`config.mk`:
```
export PLATFORM = sky130hd
export DESIGN_NAME = motor_enable_sequencer
export DESIGN_NICKNAME = d
export VERILOG_FILES = /design/src/rtl/motor_enable_sequencer.sv
export SDC_FILE = /design/constraint.sdc
export NUM_CORES = 1
export LEC_CHECK = 0
export CORE_ASPECT_RATIO = 0.8
export CORE_MARGIN = 2
export CORE_UTILIZATION = 35
export CTS_CLUSTER_DIAMETER = 150
export DETAILED_ROUTE_END_ITERATION = 12
export PLACE_DENSITY = 0.46
export SETUP_SLACK_MARGIN = 0.3
export SYNTH_ARGS = -nofsm -noshare
export SYNTH_HDL_FRONTEND = slang
export SYNTH_SLANG_ARGS = --single-unit
```
`constraint.sdc`:
```
create_clock -name clk -period 3.2 [get_ports clk]
set_input_delay 0.64 -clock clk [delete_from_list [all_inputs] [get_ports clk]]
set_output_delay 0.64 -clock clk [all_outputs]
set_load 0.01 [all_outputs]
```
`src/rtl/motor_enable_sequencer.sv`:
```
// -----------------------------------------------------------------------------
// motor_enable_sequencer
//   Enable sequencer for two H-bridge motor drivers. It runs the bridges on
//   request, debounces an overcurrent sense into trips, and enforces a
//   cooldown after each trip. A trip that reaches MAX_TRIPS latches a
//   lockout, which only clear_fault (or reset) releases. An uninterrupted
//   healthy run of HEALTHY_CYC cycles forgives earlier trips.
//
// Build option:
//   MOTOR_STAGGER_EN - when defined, enB is held off for STAGGER_CYC cycles
//                      after RUN entry to spread inrush current. When it is
//                      not defined, enB simply follows req_b in RUN.
//
// Ports:
//   clk          in   rising-edge clock for all logic
//   rst          in   synchronous active-high reset
//   req_a/req_b  in   drive requests for motors A and B
//   oc_trip      in   asynchronous overcurrent sense (synchronized here)
//   clear_fault  in   single-cycle pulse that releases LOCKOUT
//   enA/enB      out  registered H-bridge enables
//   fault        out  high while in LOCKOUT
//   state        out  IDLE=0, RUN=1, COOLDOWN=2, LOCKOUT=3
//   trip_cnt     out  trips since the last clear
// -----------------------------------------------------------------------------
module motor_enable_sequencer #(
   parameter int unsigned DEBOUNCE_CYC = 32'd40000000,
   parameter int unsigned COOL_CYC     = 32'd300000000,
   parameter int unsigned HEALTHY_CYC  = 32'd100000000,
   parameter int unsigned MAX_TRIPS    = 32'd3,
   parameter int unsigned STAGGER_CYC  = 32'd5000000
) (
   input  logic       clk,
   input  logic       rst,
   input  logic       req_a,
   input  logic       req_b,
   input  logic       oc_trip,
   input  logic       clear_fault,
   output logic       enA,
   output logic       enB,
   output logic       fault,
   output logic [1:0] state,
   output logic [3:0] trip_cnt
);

   typedef enum logic [1:0] {
      IDLE     = 2'd0,
      RUN      = 2'd1,
      COOLDOWN = 2'd2,
      LOCKOUT  = 2'd3
   } state_t;

   state_t      cur;
   state_t      nxt;
   logic        oc_meta;
   logic        oc_s;
   logic        trip;
   logic [31:0] deb_cnt;
   logic [31:0] deb_nxt;
   logic [31:0] cool_cnt;
   logic [31:0] cool_nxt;
   logic [31:0] healthy_cnt;
   logic [31:0] healthy_nxt;
   logic [3:0]  trip_nxt;
   logic        fault_nxt;
   logic        ena_nxt;
   logic        enb_nxt;

   assign state = cur;

   // Two-flop synchronizer for the asynchronous overcurrent sense.
   always_ff @(posedge clk) begin
      if (rst) begin
         oc_meta <= 1'b0;
         oc_s    <= 1'b0;
      end else begin
         oc_meta <= oc_trip;
         oc_s    <= oc_meta;
      end
   end

   // Next-state, counter and status decode.
   always_comb begin
      nxt         = cur;
      trip        = 1'b0;
      deb_nxt     = 32'd0;
      cool_nxt    = 32'd0;
      healthy_nxt = 32'd0;
      trip_nxt    = trip_cnt;
      fault_nxt   = fault;
      case (cur)
         IDLE: begin
            if (req_a | req_b) begin
               nxt = RUN;
            end else begin
               nxt = IDLE;
            end
         end
         RUN: begin
            trip = oc_s && (deb_cnt == DEBOUNCE_CYC - 32'd1);
            if (trip) begin
               // A trip beats a simultaneous request drop or healthy clear.
               if (trip_cnt == 4'(MAX_TRIPS - 32'd1)) begin
                  nxt       = LOCKOUT;
                  trip_nxt  = 4'(MAX_TRIPS);
                  fault_nxt = 1'b1;
               end else begin
                  nxt      = COOLDOWN;
                  trip_nxt = trip_cnt + 4'd1;
               end
            end else begin
               // Healthy counter saturates at its threshold and keeps the
               // trip count cleared for as long as RUN continues.
               if (healthy_cnt >= HEALTHY_CYC - 32'd1) begin
                  healthy_nxt = healthy_cnt;
                  trip_nxt    = 4'd0;
               end else begin
                  healthy_nxt = healthy_cnt + 32'd1;
               end
               if (oc_s) begin
                  deb_nxt = deb_cnt + 32'd1;
               end else begin
                  deb_nxt = 32'd0;
               end
               if (req_a | req_b) begin
                  nxt = RUN;
               end else begin
                  nxt = IDLE;
               end
            end
         end
         COOLDOWN: begin
            if (cool_cnt >= COOL_CYC - 32'd1) begin
               nxt = IDLE;
            end else begin
               cool_nxt = cool_cnt + 32'd1;
            end
         end
         LOCKOUT: begin
            if (clear_fault) begin
               nxt       = IDLE;
               fault_nxt = 1'b0;
               trip_nxt  = 4'd0;
            end else begin
               nxt = LOCKOUT;
            end
         end
         default: begin
            nxt = IDLE;
         end
      endcase
      // Run-scoped counters restart whenever RUN is left.
      if (nxt != RUN) begin
         deb_nxt     = 32'd0;
         healthy_nxt = 32'd0;
      end else begin
         deb_nxt     = deb_nxt;
         healthy_nxt = healthy_nxt;
      end
   end

   // Enable A follows its request only while the next state is RUN, so a
   // trip or exit drops it on the same edge.
   always_comb begin
      ena_nxt = 1'b0;
      if (nxt == RUN) begin
         ena_nxt = req_a;
      end else begin
         ena_nxt = 1'b0;
      end
   end

`ifdef MOTOR_STAGGER_EN
   logic [31:0] stg_cnt;
   logic [31:0] stg_nxt;

   // Stagger counter: zero on RUN entry, saturating at STAGGER_CYC.
   always_comb begin
      stg_nxt = 32'd0;
      enb_nxt = 1'b0;
      if ((cur == RUN) && (nxt == RUN)) begin
         if (stg_cnt >= STAGGER_CYC) begin
            stg_nxt = stg_cnt;
         end else begin
            stg_nxt = stg_cnt + 32'd1;
         end
      end else begin
         stg_nxt = 32'd0;
      end
      if ((nxt == RUN) && (stg_nxt >= STAGGER_CYC)) begin
         enb_nxt = req_b;
      end else begin
         enb_nxt = 1'b0;
      end
   end

   // Stagger counter register.
   always_ff @(posedge clk) begin
      if (rst) begin
         stg_cnt <= 32'd0;
      end else begin
         stg_cnt <= stg_nxt;
      end
   end
`else
   logic unused_stagger;
   assign unused_stagger = ^STAGGER_CYC;

   // Enable B follows its request directly while the next state is RUN.
   always_comb begin
      enb_nxt = 1'b0;
      if (nxt == RUN) begin
         enb_nxt = req_b;
      end else begin
         enb_nxt = 1'b0;
      end
   end
`endif

   // State, counters and registered outputs.
   always_ff @(posedge clk) begin
      if (rst) begin
         cur         <= IDLE;
         deb_cnt     <= 32'd0;
         cool_cnt    <= 32'd0;
         healthy_cnt <= 32'd0;
         trip_cnt    <= 4'd0;
         fault       <= 1'b0;
         enA         <= 1'b0;
         enB         <= 1'b0;
      end else begin
         cur         <= nxt;
         deb_cnt     <= deb_nxt;
         cool_cnt    <= cool_nxt;
         healthy_cnt <= healthy_nxt;
         trip_cnt    <= trip_nxt;
         fault       <= fault_nxt;
         enA         <= ena_nxt;
         enB         <= enb_nxt;
      end
   end

endmodule

```
==> metrics <==
XOR/XNOR Fraction of Synth Area=13.34%; Residual DRC=0; yosys warns=0; hold path endpoint=oc_s$_SDFF_PP0_; die width=134.9 um; internal power=0.002039 W; Clock Skew=0.005276 ns; main combinational cell family by area after synthesis=simple AND/OR/NAND/NOR gates; critical path type=reg -> reg; Max-Cap Viols=0; slew margin rel.=50.21%; Worst setup SP type=flip-flop; # port buffers=14; Synth Area per Inst=8.592 um^2; detailed placement HPWL=6997 um; Main synth FF type=dfxtp_1; # diodes=0; Reg2Reg Setup Slack=0.50 ns; pwr/cell area=466.1 mW/mm^2; GR peak layer=met2; GR Overflow Total=0; FP Rows=38; met3 Usage GRT=4.510%; Post-synth EDFFs=0; die height=108.7 um; Yosys top cell area share=44.68%; Yosys reg bits=107; Setup-failing EPs final=0; area delta synth->final=14.48%; Clk Latency, worst-skew pair=0.35 ns; worst r2r src=healthy_cnt[27]$_SDFFE_PP0N_; NetSw=0.0005191 W; drt pass-1 iters=4; Syn Inst Count=558; vias in the first global route=3511; routing usage on met1=20.20%; Num CTS Buffers=9; Sw Share=20.29%; TritonCTS clock tree=yes; clk root buf=clkbuf_16; GRT met2 Usage=21.75%; # clock sinks=107; Total GRT Usage=14.47%; Peak Freq=370.1 MHz; IO Pins=15; largest net degree at the start of global routing=33; Post-CTS Setup Bufs=0; number of library cell types mapped by synthesis=47; Initial Utilization=35.63%; Worst R2R End=healthy_cnt[21]$_SDFFE_PP0N_; Starting DRT DRC Count=205; area of the mapped netlist=0.004795 mm^2; # placed instances=749; worst hold-check path type=reg -> reg; first-pass GRT wire length=17080 um; initial antenna violation count=0; dominant cell type by area after synthesis=dfxtp_1; H-tree depth=3; Core Region=0.01346 mm^2; RSZ-0062 raised after global routing=no; hold_buf cts=0; Synth Area in Compound Gates=6.028%; hold depth=1; Gate power share=1.4%; Final Slew Violations=0; Clock transition at path regs=0.07 ns; Hold Path Origin=oc_meta$_SDFF_PP0_; worst vdd ir=302.1 uV; CP endpoint kind=flip-flop; post-synthesis mux area share=0.2088%; via count=3776; clock power share=46.2%; min Tclk post-route=2.702 ns; worst path required time=3.48 ns; Worst-Margin Slew=0.7467 ns; final setup TNS=0 ns; Antenna Violating Nets Remaining=0; Post-Synth Simple-Gate Area=32.31%; Placer Congestion=0.7803; Arr. time, crit path=2.99 ns; layout cell share with drive strength beyond 1=5.812%; synth top area cells=dfxtp_1, nor2_1, xor2_1, xnor2_1, nand3_1; outcome=finished clean; FF-to-FF path depth=6; CP Max Fanout=19; Layout Nets=591; total die area=0.01466 mm^2; ys async rst share=0%; Seq/Total Area, Yosys=44.68%; total wire length=9926 um; post-cts sizing count=0; LEAKAGE=1.700 nW; CTS max path bufs=2; Final period util=84.44%; worst setup path start=healthy_cnt[27]$_SDFFE_PP0N_; sequential power share=52.5%; Fin. Hold Viols=0; final cell count without fillers=765; routed len/inst=12.98 um; Vias/cell=4.936; Synth Area in Adders=1.305%
critical path, stage by stage (launching register included):
cell,delay (ns)
dfxtp_1,0.31
or4_4,0.53
a211oi_2,0.22
o21ai_2,0.25
or4_4,0.68
or4_1,0.49
a21oi_1,0.15
sequential cells by signal, summed over array words and instances, names as in the netlist:
name,cells
trip_cnt,4
enB,1
oc_s,1
state,2
cool_cnt,32
deb_cnt,32
enA,1
fault,1
oc_meta,1
healthy_cnt,32
synth_stat cells, types with 2 or more instances:
master,number
a211o_1,2
a211oi_2,2
a21oi_1,12
a22oi_1,2
a31oi_1,2
and2_1,4
and3_1,16
and4_1,12
clkbuf_1,10
dfxtp_1,107
ha_1,5
inv_1,11
nand2_1,42
nand2b_1,3
nand3_1,33
nand3b_1,2
nand4_1,19
nor2_1,107
nor2b_1,3
nor3_1,15
nor3b_1,3
nor4_1,14
nor4b_1,8
o21ai_0,10
o31ai_1,4
or2_2,4
or3_1,9
or4_1,6
or4_4,2
xnor2_1,36
xor2_1,37
cells by family (layout without fill, tap and decap cells):
family,Yosys count,after routing
flops,107,107
fa+ha+maj,5,5
mux,1,1
compound gates,43,43
other cells,1,3
xor+xnor,73,73
buf+inv,24,49
simple gates,304,304
how the worst max path moves through the flow:
stage	depth (start not counted)	to
after floorplan	6	healthy_cnt[21]$_SDFFE_PP0N_
after global placement	6	healthy_cnt[25]$_SDFFE_PP0N_
after detailed placement	6	healthy_cnt[21]$_SDFFE_PP0N_
after CTS	6	healthy_cnt[21]$_SDFFE_PP0N_
after global routing	6	healthy_cnt[25]$_SDFFE_PP0N_
final	6	healthy_cnt[21]$_SDFFE_PP0N_
power groups by stage:
stage | clock network [W] | registers (W) | logic (W)
2_1_floorplan | 0 | 0.00137 | 0.0000157
3_3_place_gp | 0 | 0.00137 | 0.0000359
3_5_place_dp | 0 | 0.00137 | 0.0000356
4_1_cts | 0.00123 | 0.00134 | 0.0000358
5_1_grt | 0.00129 | 0.00134 | 0.0000392
6_report | 0.00118 | 0.00134 | 0.0000353
layout by cell type (no fill, tap or decap), drive strengths merged, types with 14 or more instances in the layout:
cell type / instances
clkdlybuf4s50: 14
nor2: 107
nor4: 14
nand2: 42
xor2: 37
nand4: 19
nor3: 15
and3: 16
dfxtp: 107
nand3: 33
xnor2: 36
per-layer routing:
metal  part of all wire, %  wire [um]
met1                    53       5285
met2                    43       4267
met3                   2.9        287
met4                  0.87         86
met5                     0          0
through the flow:
stage               setup slack, ns  hold WS [ns]  total power (W)  instance area [um^2]  utilization [%]
floorplan                    0.8151        0.4138         0.001388                  4802                -
global placement             0.5390        0.4237         0.001409                  5170            38.42
detailed placement           0.4955        0.4347         0.001408                  5170            38.42
CTS                          0.4787        0.4486         0.002607                  5489            40.79
global route                 0.3040        0.4672         0.002673                  5489            40.79
finish                       0.4978        0.4444         0.002558                  5489            40.79
area by class of cell:
| class | count | area (um^2) |
|---|---|---|
| flip-flops and latches | 107 | 2142 |
| well taps | 180 | 225.2 |
| inverters | 11 | 41.29 |
| fillers | 1370 | 7966 |
| clock inverters | 6 | 90.09 |
| clock buffers | 10 | 229.0 |
| multi-input cells | 429 | 2561 |
| repair buffers | 22 | 200.2 |
Power figures use the tool's default switching activity.
